## config.mk

```make
export PLATFORM = sky130hd
export DESIGN_NAME = intctl
export DESIGN_NICKNAME = d
export VERILOG_FILES = /design/src/rtl/intctl.sv
export SDC_FILE = /design/constraint.sdc
export NUM_CORES = 1
export LEC_CHECK = 0
export BUFFER_PORTS_ARGS = -buffer_cell sky130_fd_sc_hd__buf_2
export CAP_MARGIN = 0
export CORE_MARGIN = 3
export CORE_UTILIZATION = 59
export CTS_BUF_LIST = sky130_fd_sc_hd__clkbuf_4
export DETAILED_ROUTE_END_ITERATION = 12
export PLACE_DENSITY = 0.82
export SYNTH_ARGS = -nofsm -noshare
export SYNTH_HDL_FRONTEND = slang
export SYNTH_SLANG_ARGS = --single-unit
```

## constraint.sdc

```tcl
create_clock -name clk -period 2.2 [get_ports clk]
set_input_delay 0.55 -clock clk [delete_from_list [all_inputs] [get_ports clk]]
set_output_delay 0.55 -clock clk [all_outputs]
set_load 0.005 [all_outputs]
```

## src/rtl/intctl.sv

```systemverilog
// Interrupt controller for the cpu68 bus: per-source pending latches, edge/level mode,
// mask, global enable and a priority vector. Optional tick timer on source 7: INTCTL_TIMER_EN.
module intctl #(
  parameter int NSRC = 8
) (
  input  logic            clk,
  input  logic            rst,
  input  logic [2:0]      AD,
  input  logic [7:0]      DI,
  output logic [7:0]      DO,
  input  logic            rw,
  input  logic            cs,
  input  logic [NSRC-1:0] irq_src,
  output logic            irq
);

  logic            wr;
  logic            rd;
  logic [NSRC-1:0] src_in;
  logic [NSRC-1:0] src_q;
  logic [NSRC-1:0] src_p;
  logic [NSRC-1:0] pending;
  logic [NSRC-1:0] pend_nx;
  logic [NSRC-1:0] mask;
  logic [NSRC-1:0] mode;
  logic [NSRC-1:0] act;
  logic [NSRC-1:0] set_v;
  logic [NSRC-1:0] clr_v;
  logic            gie;
  logic            active;
  logic [2:0]      idx;

  assign wr = cs && !rw;
  assign rd = cs && rw;

`ifdef INTCTL_TIMER_EN
  logic [7:0]  reload_lo;
  logic [7:0]  reload_hi;
  logic [15:0] reload;
  logic [15:0] cnt;
  logic        tick;

  assign reload = {reload_hi, reload_lo};
  assign tick   = (reload != 16'd0) && (cnt == 16'd0);
  assign src_in = {tick, irq_src[NSRC-2:0]};

  always_ff @(posedge clk) begin
    if (rst) begin
      reload_lo <= 8'h00;
      reload_hi <= 8'h00;
      cnt       <= 16'd0;
    end else begin
      if (wr && AD == 3'd6)
        reload_lo <= DI;
      // Writing the high byte also restarts the count from the new reload value.
      if (wr && AD == 3'd7) begin
        reload_hi <= DI;
        cnt       <= {DI, reload_lo};
      end else if (reload != 16'd0) begin
        cnt <= (cnt == 16'd0) ? reload : cnt - 16'd1;
      end
    end
  end
`else
  assign src_in = irq_src;
`endif

  always_comb begin
    act    = pending & mask;
    active = |act;
    idx    = 3'd0;
    for (int i = NSRC - 1; i >= 0; i--)
      if (act[i]) idx = 3'(i);
  end

  // Set beats clear; level-mode bits simply track the synchronised input.
  always_comb begin
    set_v = src_q & ~src_p;
    if (wr && AD == 3'd4)
      set_v = set_v | DI;
    clr_v = '0;
    if (wr && AD == 3'd0)
      clr_v = DI;
    if (rd && AD == 3'd3 && active)
      clr_v[idx] = 1'b1;
    for (int i = 0; i < NSRC; i++)
      pend_nx[i] = mode[i] ? (set_v[i] | (pending[i] & ~clr_v[i])) : src_q[i];
  end

  always_ff @(posedge clk) begin
    if (rst) begin
      src_q   <= '0;
      src_p   <= '0;
      pending <= '0;
      mask    <= '0;
      mode    <= '0;
      gie     <= 1'b0;
      irq     <= 1'b0;
    end else begin
      src_q   <= src_in;
      src_p   <= src_q;
      pending <= pend_nx;
      irq     <= gie && active;
      if (wr) begin
        case (AD)
          3'd1:    mask <= DI;
          3'd2:    mode <= DI;
          3'd5:    gie  <= DI[0];
          default: ;
        endcase
      end
    end
  end

  always_comb begin
    DO = 8'hFF;
    case (AD)
      3'd0: DO = pending;
      3'd1: DO = mask;
      3'd2: DO = mode;
      3'd3: DO = {active, 4'b0000, idx};
      3'd4: DO = 8'h00;
      3'd5: DO = {7'b0000000, gie};
`ifdef INTCTL_TIMER_EN
      3'd6: DO = reload_lo;
      3'd7: DO = reload_hi;
`endif
      default: DO = 8'hFF;
    endcase
  end

endmodule

```

==> results of run 1 <==
-- cell families (layout without fill, tap and decap cells) --
family          count (synthesis)  in the layout  share of synthesized area
flops                          42             42                      0.392
simple gates                  103            103                      0.253
buf+inv                        23             70                     0.0437
mux                            16             16                     0.0746
compound gates                 71             71                      0.237
-- state kept, by name (all words and copies together) (netlist names) --
name	flops
mode	8
gie	1
src_p	8
irq	1
mask	8
pending	8
src_q	8
-- power groups by stage --
stage | Clock [mW] | Sequential, mW | Combinational [mW]
after CTS | 0.397 | 0.802 | 0.169
after floorplan | 0 | 0.813 | 0.0946
after global placement | 0 | 0.817 | 0.162
after detailed placement | 0 | 0.818 | 0.166
final | 0.397 | 0.804 | 0.174
after global routing | 0.433 | 0.806 | 0.190
-- how the worst max path moves through the flow --
stage                 end  cells after the start
2_1_floorplan       DO[7]                      6
3_3_place_gp   pending[4]                      5
3_5_place_dp        DO[0]                      6
4_1_cts             DO[0]                      5
5_1_grt             DO[0]                      6
6_report            DO[0]                      5
-- layer usage --
layer | wire [um] | track usage
met5 | 0 | 0
met4 | 196 | 0.104
met3 | 538 | 0.0561
met2 | 2600 | 0.432
met1 | 2380 | 0.373
-- layout make-up --
| class | instances | share of cell area |
|---|---|---|
| clock buffers | 5 | 0.0145 |
| repair buffers | 51 | 0.119 |
| multi-input cells | 190 | 0.489 |
| well taps | 46 | 0.0223 |
| clock inverters | 3 | 0.00822 |
| inverters | 11 | 0.0160 |
| flip-flops and latches | 42 | 0.331 |
-- synth_stat cells (all sizes together), types with 2 or more instances --
| master | number | area share |
|---|---|---|
| dfxtp | 42 | 0.39 |
| nor2 | 24 | 0.045 |
| nand2 | 21 | 0.037 |
| nor2b | 19 | 0.055 |
| nand3 | 18 | 0.042 |
| o21ai | 17 | 0.040 |
| a21oi | 16 | 0.037 |
| mux2i | 16 | 0.075 |
| inv | 11 | 0.019 |
| clkbuf | 7 | 0.012 |
| a211oi | 6 | 0.028 |
| a22oi | 5 | 0.017 |
| buf | 5 | 0.012 |
| nand2b | 5 | 0.015 |
| o21bai | 4 | 0.014 |
| a31oi | 3 | 0.0087 |
| nand4 | 3 | 0.0087 |
| nor3 | 3 | 0.0093 |
| or2 | 3 | 0.0087 |
| a2111oi | 2 | 0.0082 |
| a221oi | 2 | 0.0082 |
| nor3b | 2 | 0.0093 |
| o311ai | 2 | 0.020 |
| or4b | 2 | 0.011 |
-- per-stage QoR --
| stage | cell area, um2 | utilization |
|---|---|---|
| finish | 2590 | 0.757 |
| global route | 2590 | 0.757 |
| CTS | 2530 | 0.742 |
| detailed placement | 2420 | 0.708 |
| global placement | 2420 | 0.708 |
| floorplan | 2150 | - |
-- timing repair --
item,CTS,global route
cloned,0,0
pin swaps,3,8
setup buffers,3,2
resized for setup,11,14
hold buffers,0,0
endpoints found under the setup margin,2,4
==> impl_metrics.tcl, run 1 <==
set metrics [dict create \
    yosysSeqAreaShare 0.392 \
    htree_levels 2 \
    path_clk_slew_ns 0.13 \
    num_rows 21 \
    port_buffers 31 \
    hold_depth 2 \
    holdCritPathClass "in2reg" \
    whs_ns 0.376 \
    cts_buffers 5 \
    fill_cells 266 \
    fin_crit_ns 2.21 \
    grt_max_degree 22 \
    drive_gt1_frac 0.305 \
    mostFrequentLayoutCell "dfxtp_1" \
    cp-end-kind "output port" \
    vias 2123 \
    pwr-share-comb 0.126 \
    startpoint "mask[6]" \
    path_cells "nand2_2, a32o_2, a21o_1, a311o_1, buf_2" \
    postRouteAntennaNets 0 \
    clkPwrFrac 0.289 \
    synth_edf_count 0 \
    max_stage_delay_ns 0.37 \
    multi_input_area_um2 1260 \
    wl_per_cell_um 16.4 \
    syn_to_final_growth_pct 20.5 \
    layout_setup_ws_ns -0.00595 \
    p_sw_frac 0.284 \
    synth_area_um2 2150 \
    maxCapViolCount 0 \
    p_int_uw 983 \
    drt_first_pass_iters 4 \
    drtIter0Drc 285 \
    synthArstFlopShare 0 \
    place_hpwl_um 3910 \
    hold_violations 0 \
    grt_pass1_vias 1883 \
    grt_pass1_wl_um 9140 \
    clk_path_buf_depth 2 \
    worstHoldStart "irq_src[1]" \
    worstSetupPathType "reg2out" \
    grt-ovfl-total 0 \
    die_h_um 66.3 \
    synth_top_flop_cell "dfxtp_1" \
    crit_path_max_fanout 2 \
    synth.avg_cell_area_um2 8.41 \
    grt.total_usage 0.276 \
    fmax_mhz 453 \
    final_cell_mix "32 x dfxtp_1, 30 x buf_2, 23 x nor2_1" \
    final_nets 324 \
    cp.required_ns 1.65 \
    status "complete, but fails checks" \
    start_util 0.628 \
    diodes 0 \
    clk_root_buffer_cell "clkbuf_4" \
    critical_path_buf_inv_count 1 \
    final-seq-area_um2 856 \
    ys_types 50 \
    fin_cells 348 \
    wl_um 5720 \
    holdPathEnd "src_q[1]" \
    ios 32 \
    via_per_inst 6.10 \
    gp_congestion 0.919 \
    r2r-end "pending[4]" \
    drcViolationCount 0 \
    leakagePower_nw 1.09 \
    power.switching_uw 391 \
    finalCritPeriodShare 1.00 \
    relSlewSlack 0.618 \
    pre_cts_ws_ns 0.0918 \
    cp_top_family "compound AO/OA/AOI/OAI gates" \
    yosysWarnings 0 \
    power_mw 1.37 \
    setup-violations-final 1 \
    rr_worst_depth 6 \
    worstPathArrival_ns 1.66 \
    antenna_found_initial 0 \
    cts_tree "built" \
    postSynthCellCount 255 \
    syn_nets 278 \
    core_um2 3420 \
    insertion_delay_ns 0.37 \
    start_kind "flop" \
    violations "setup timing" \
    rsz0062_at_grt "yes" \
    finClkSkew_ns 0.0107 \
    worst_slew_pin_slew_ns 0.558 \
    powerDensity_nw_per_um2 531 \
    slew_violations 0 \
    pwr-share-seq 0.585 \
    ir_worst_vdd_v 0.000470 \
    regToRegSetupSlack_ns 0.44 \
    dpl.cell_count 335 \
    die-area_um2 4400 \
    setup_tns_ns -0.00595 \
    cts_num_sinks 42 \
    crit_slowest_cell "dfxtp_2" \
    die_x_um 66.3 \
    timing.rr.start "mask[0]" \
    synth_seq_cells 42 \
]
Note: power is estimated with default switching activity, not from simulation.
==> run 2, diff against run 1 <==
BUFFER_PORTS_ARGS = -buffer_cell sky130_fd_sc_hd__buf_4   (was -buffer_cell sky130_fd_sc_hd__buf_2)
==> run 2 against run 1 <==
  * The flow now finishes without violations
  * Final cell count is 1.4% lower
  * Final area is 1.0% higher
  * First-iteration DRC count is 22% lower
  * Worst setup slack better by 0.021 ns
  * Sequential power hardly changed
  * Sequential share of layout area is 0.43 points lower
  * Non-clock buffer count is 4 lower
  * Clock power is 11% lower
  * Via count is 1.7% lower
  * Largest power group unchanged
==> impl_metrics.tcl, run 2 (synthesized netlist as in run 1, its figures left out) <==
set metrics [dict create \
    drcViolationCount 0 \
    start_kind "flop" \
    die-area_um2 4400 \
    cts_buffers 5 \
    cts_tree "built" \
    drtIter0Drc 222 \
    worstSetupPathType "reg2out" \
    htree_levels 2 \
    timing.rr.start "mask[0]" \
    finClkSkew_ns 0.00957 \
    postRouteAntennaNets 0 \
    r2r-end "pending[4]" \
    die_h_um 66.3 \
    pre_cts_ws_ns 0.125 \
    cp-end-kind "output port" \
    fmax_mhz 458 \
    worst_slew_pin_slew_ns 0.543 \
    dpl.cell_count 330 \
    fin_cells 343 \
    crit_path_max_fanout 2 \
    cp.required_ns 1.65 \
    maxCapViolCount 0 \
    drive_gt1_frac 0.273 \
    diodes 0 \
    layout_setup_ws_ns 0.0151 \
    clk_path_buf_depth 2 \
    grt_max_degree 43 \
    port_buffers 31 \
    startpoint "mask[6]" \
    finalCritPeriodShare 0.993 \
    grt_pass1_vias 1777 \
    setup-violations-final 0 \
    hold_violations 0 \
    rsz0062_at_grt "yes" \
    path_cells "nand2_1, a32o_2, a21o_1, a311o_1, buf_4" \
    fill_cells 265 \
    antenna_found_initial 0 \
    final_cell_mix "47 x buf_4, 36 x dfxtp_1, 23 x nor2_1" \
    post-route-util 0.765 \
    fin_crit_ns 2.18 \
    vias 2087 \
    crit_slowest_cell "dfxtp_2" \
    gp_congestion 0.911 \
    status "finished, final reports clean" \
    ios 32 \
    wl_per_cell_um 16.4 \
    num_rows 21 \
    relSlewSlack 0.628 \
    die_x_um 66.3 \
    max_stage_delay_ns 0.36 \
    cts_num_sinks 42 \
    via_per_inst 6.08 \
    final_nets 320 \
    start_util 0.628 \
    grt.total_usage 0.264 \
    core_um2 3420 \
    holdCritPathClass "in2reg" \
    rr_worst_depth 6 \
    grt-ovfl-total 0 \
    postCtsHoldBufs 0 \
    clk_root_buffer_cell "clkbuf_4" \
    path_clk_slew_ns 0.12 \
    mostFrequentLayoutCell "buf_4" \
    wl_um 5620 \
    syn_to_final_growth_pct 21.7 \
    critical_path.endpoint "DO[0]" \
    setup_tns_ns 0 \
    worstPathArrival_ns 1.63 \
    insertion_delay_ns 0.35 \
    powerDensity_nw_per_um2 514 \
    leakagePower_nw 1.09 \
    place_hpwl_um 3670 \
    slew_violations 0 \
    drt_first_pass_iters 9 \
    regToRegSetupSlack_ns 0.49 \
    ir_worst_vdd_v 0.000441 \
    grt_pass1_wl_um 8640 \
]
## run 2: stage by stage
| step | area [um2] | hold slack [ns] | power [mW] |
|---|---|---|---|
| 6_report | 2610 | 0.396 | 1.34 |
| 5_1_grt | 2610 | 0.395 | 1.40 |
| 4_1_cts | 2570 | 0.394 | 1.34 |
| 3_5_place_dp | 2460 | 0.437 | 0.994 |
| 3_3_place_gp | 2460 | 0.435 | 0.990 |
| 2_1_floorplan | 2150 | 0.425 | 0.907 |
## run 2: critical path, delay by kind of cell, from the launching register on
family          cells  cell delay (ns)
compound gates      3             0.73
flops               1             0.36
buf+inv             1             0.14
simple gates        1             0.05
## run 2: repair_timing
item,4_1_cts,5_1_grt
buffers inserted,5,1
pin swaps,4,4
setup endpoints to repair,2,4
resized for setup,12,7
## run 2: cell type report
type | instances | area (um2) | area share
Multi-Input combinational cell | 190 | 1260 | 0.482
Tap cell | 46 | 57.6 | 0.0220
Inverter | 11 | 41.3 | 0.0158
Clock buffer | 5 | 37.5 | 0.0144
Sequential cell | 42 | 853 | 0.327
Timing Repair Buffer | 47 | 353 | 0.135
Clock inverter | 2 | 10.0 | 0.00383
## run 2: worst min path at each step
stage                     from        to  slack [ns]  depth (start not counted)
floorplan             src_q[3]  src_p[3]        0.42                          2
global placement      src_q[6]  src_p[6]        0.44                          2
detailed placement    src_q[4]  src_p[4]        0.44                          2
CTS                 irq_src[5]  src_q[5]        0.39                          2
global route        irq_src[7]  src_q[7]        0.40                          2
finish              irq_src[5]  src_q[5]        0.40                          2
## run 2: routing by layer
| metal | GRT usage | share of wire | vias to the layer above |
|---|---|---|---|
| li1 | - | - | 996 |
| met2 | 0.418 | 0.46 | 103 |
| met3 | 0.0459 | 0.089 | 14 |
| met1 | 0.358 | 0.43 | 974 |
| met4 | 0.0964 | 0.025 | 0 |
| met5 | 0 | 0 | - |
## run 2: report_power, final
part           switching [mW]  internal (mW)  leakage [nW]  total [mW]
Combinational          0.0996         0.0865         0.717       0.186
Sequential             0.0184          0.783         0.347       0.801
Clock                   0.240          0.115        0.0308       0.355
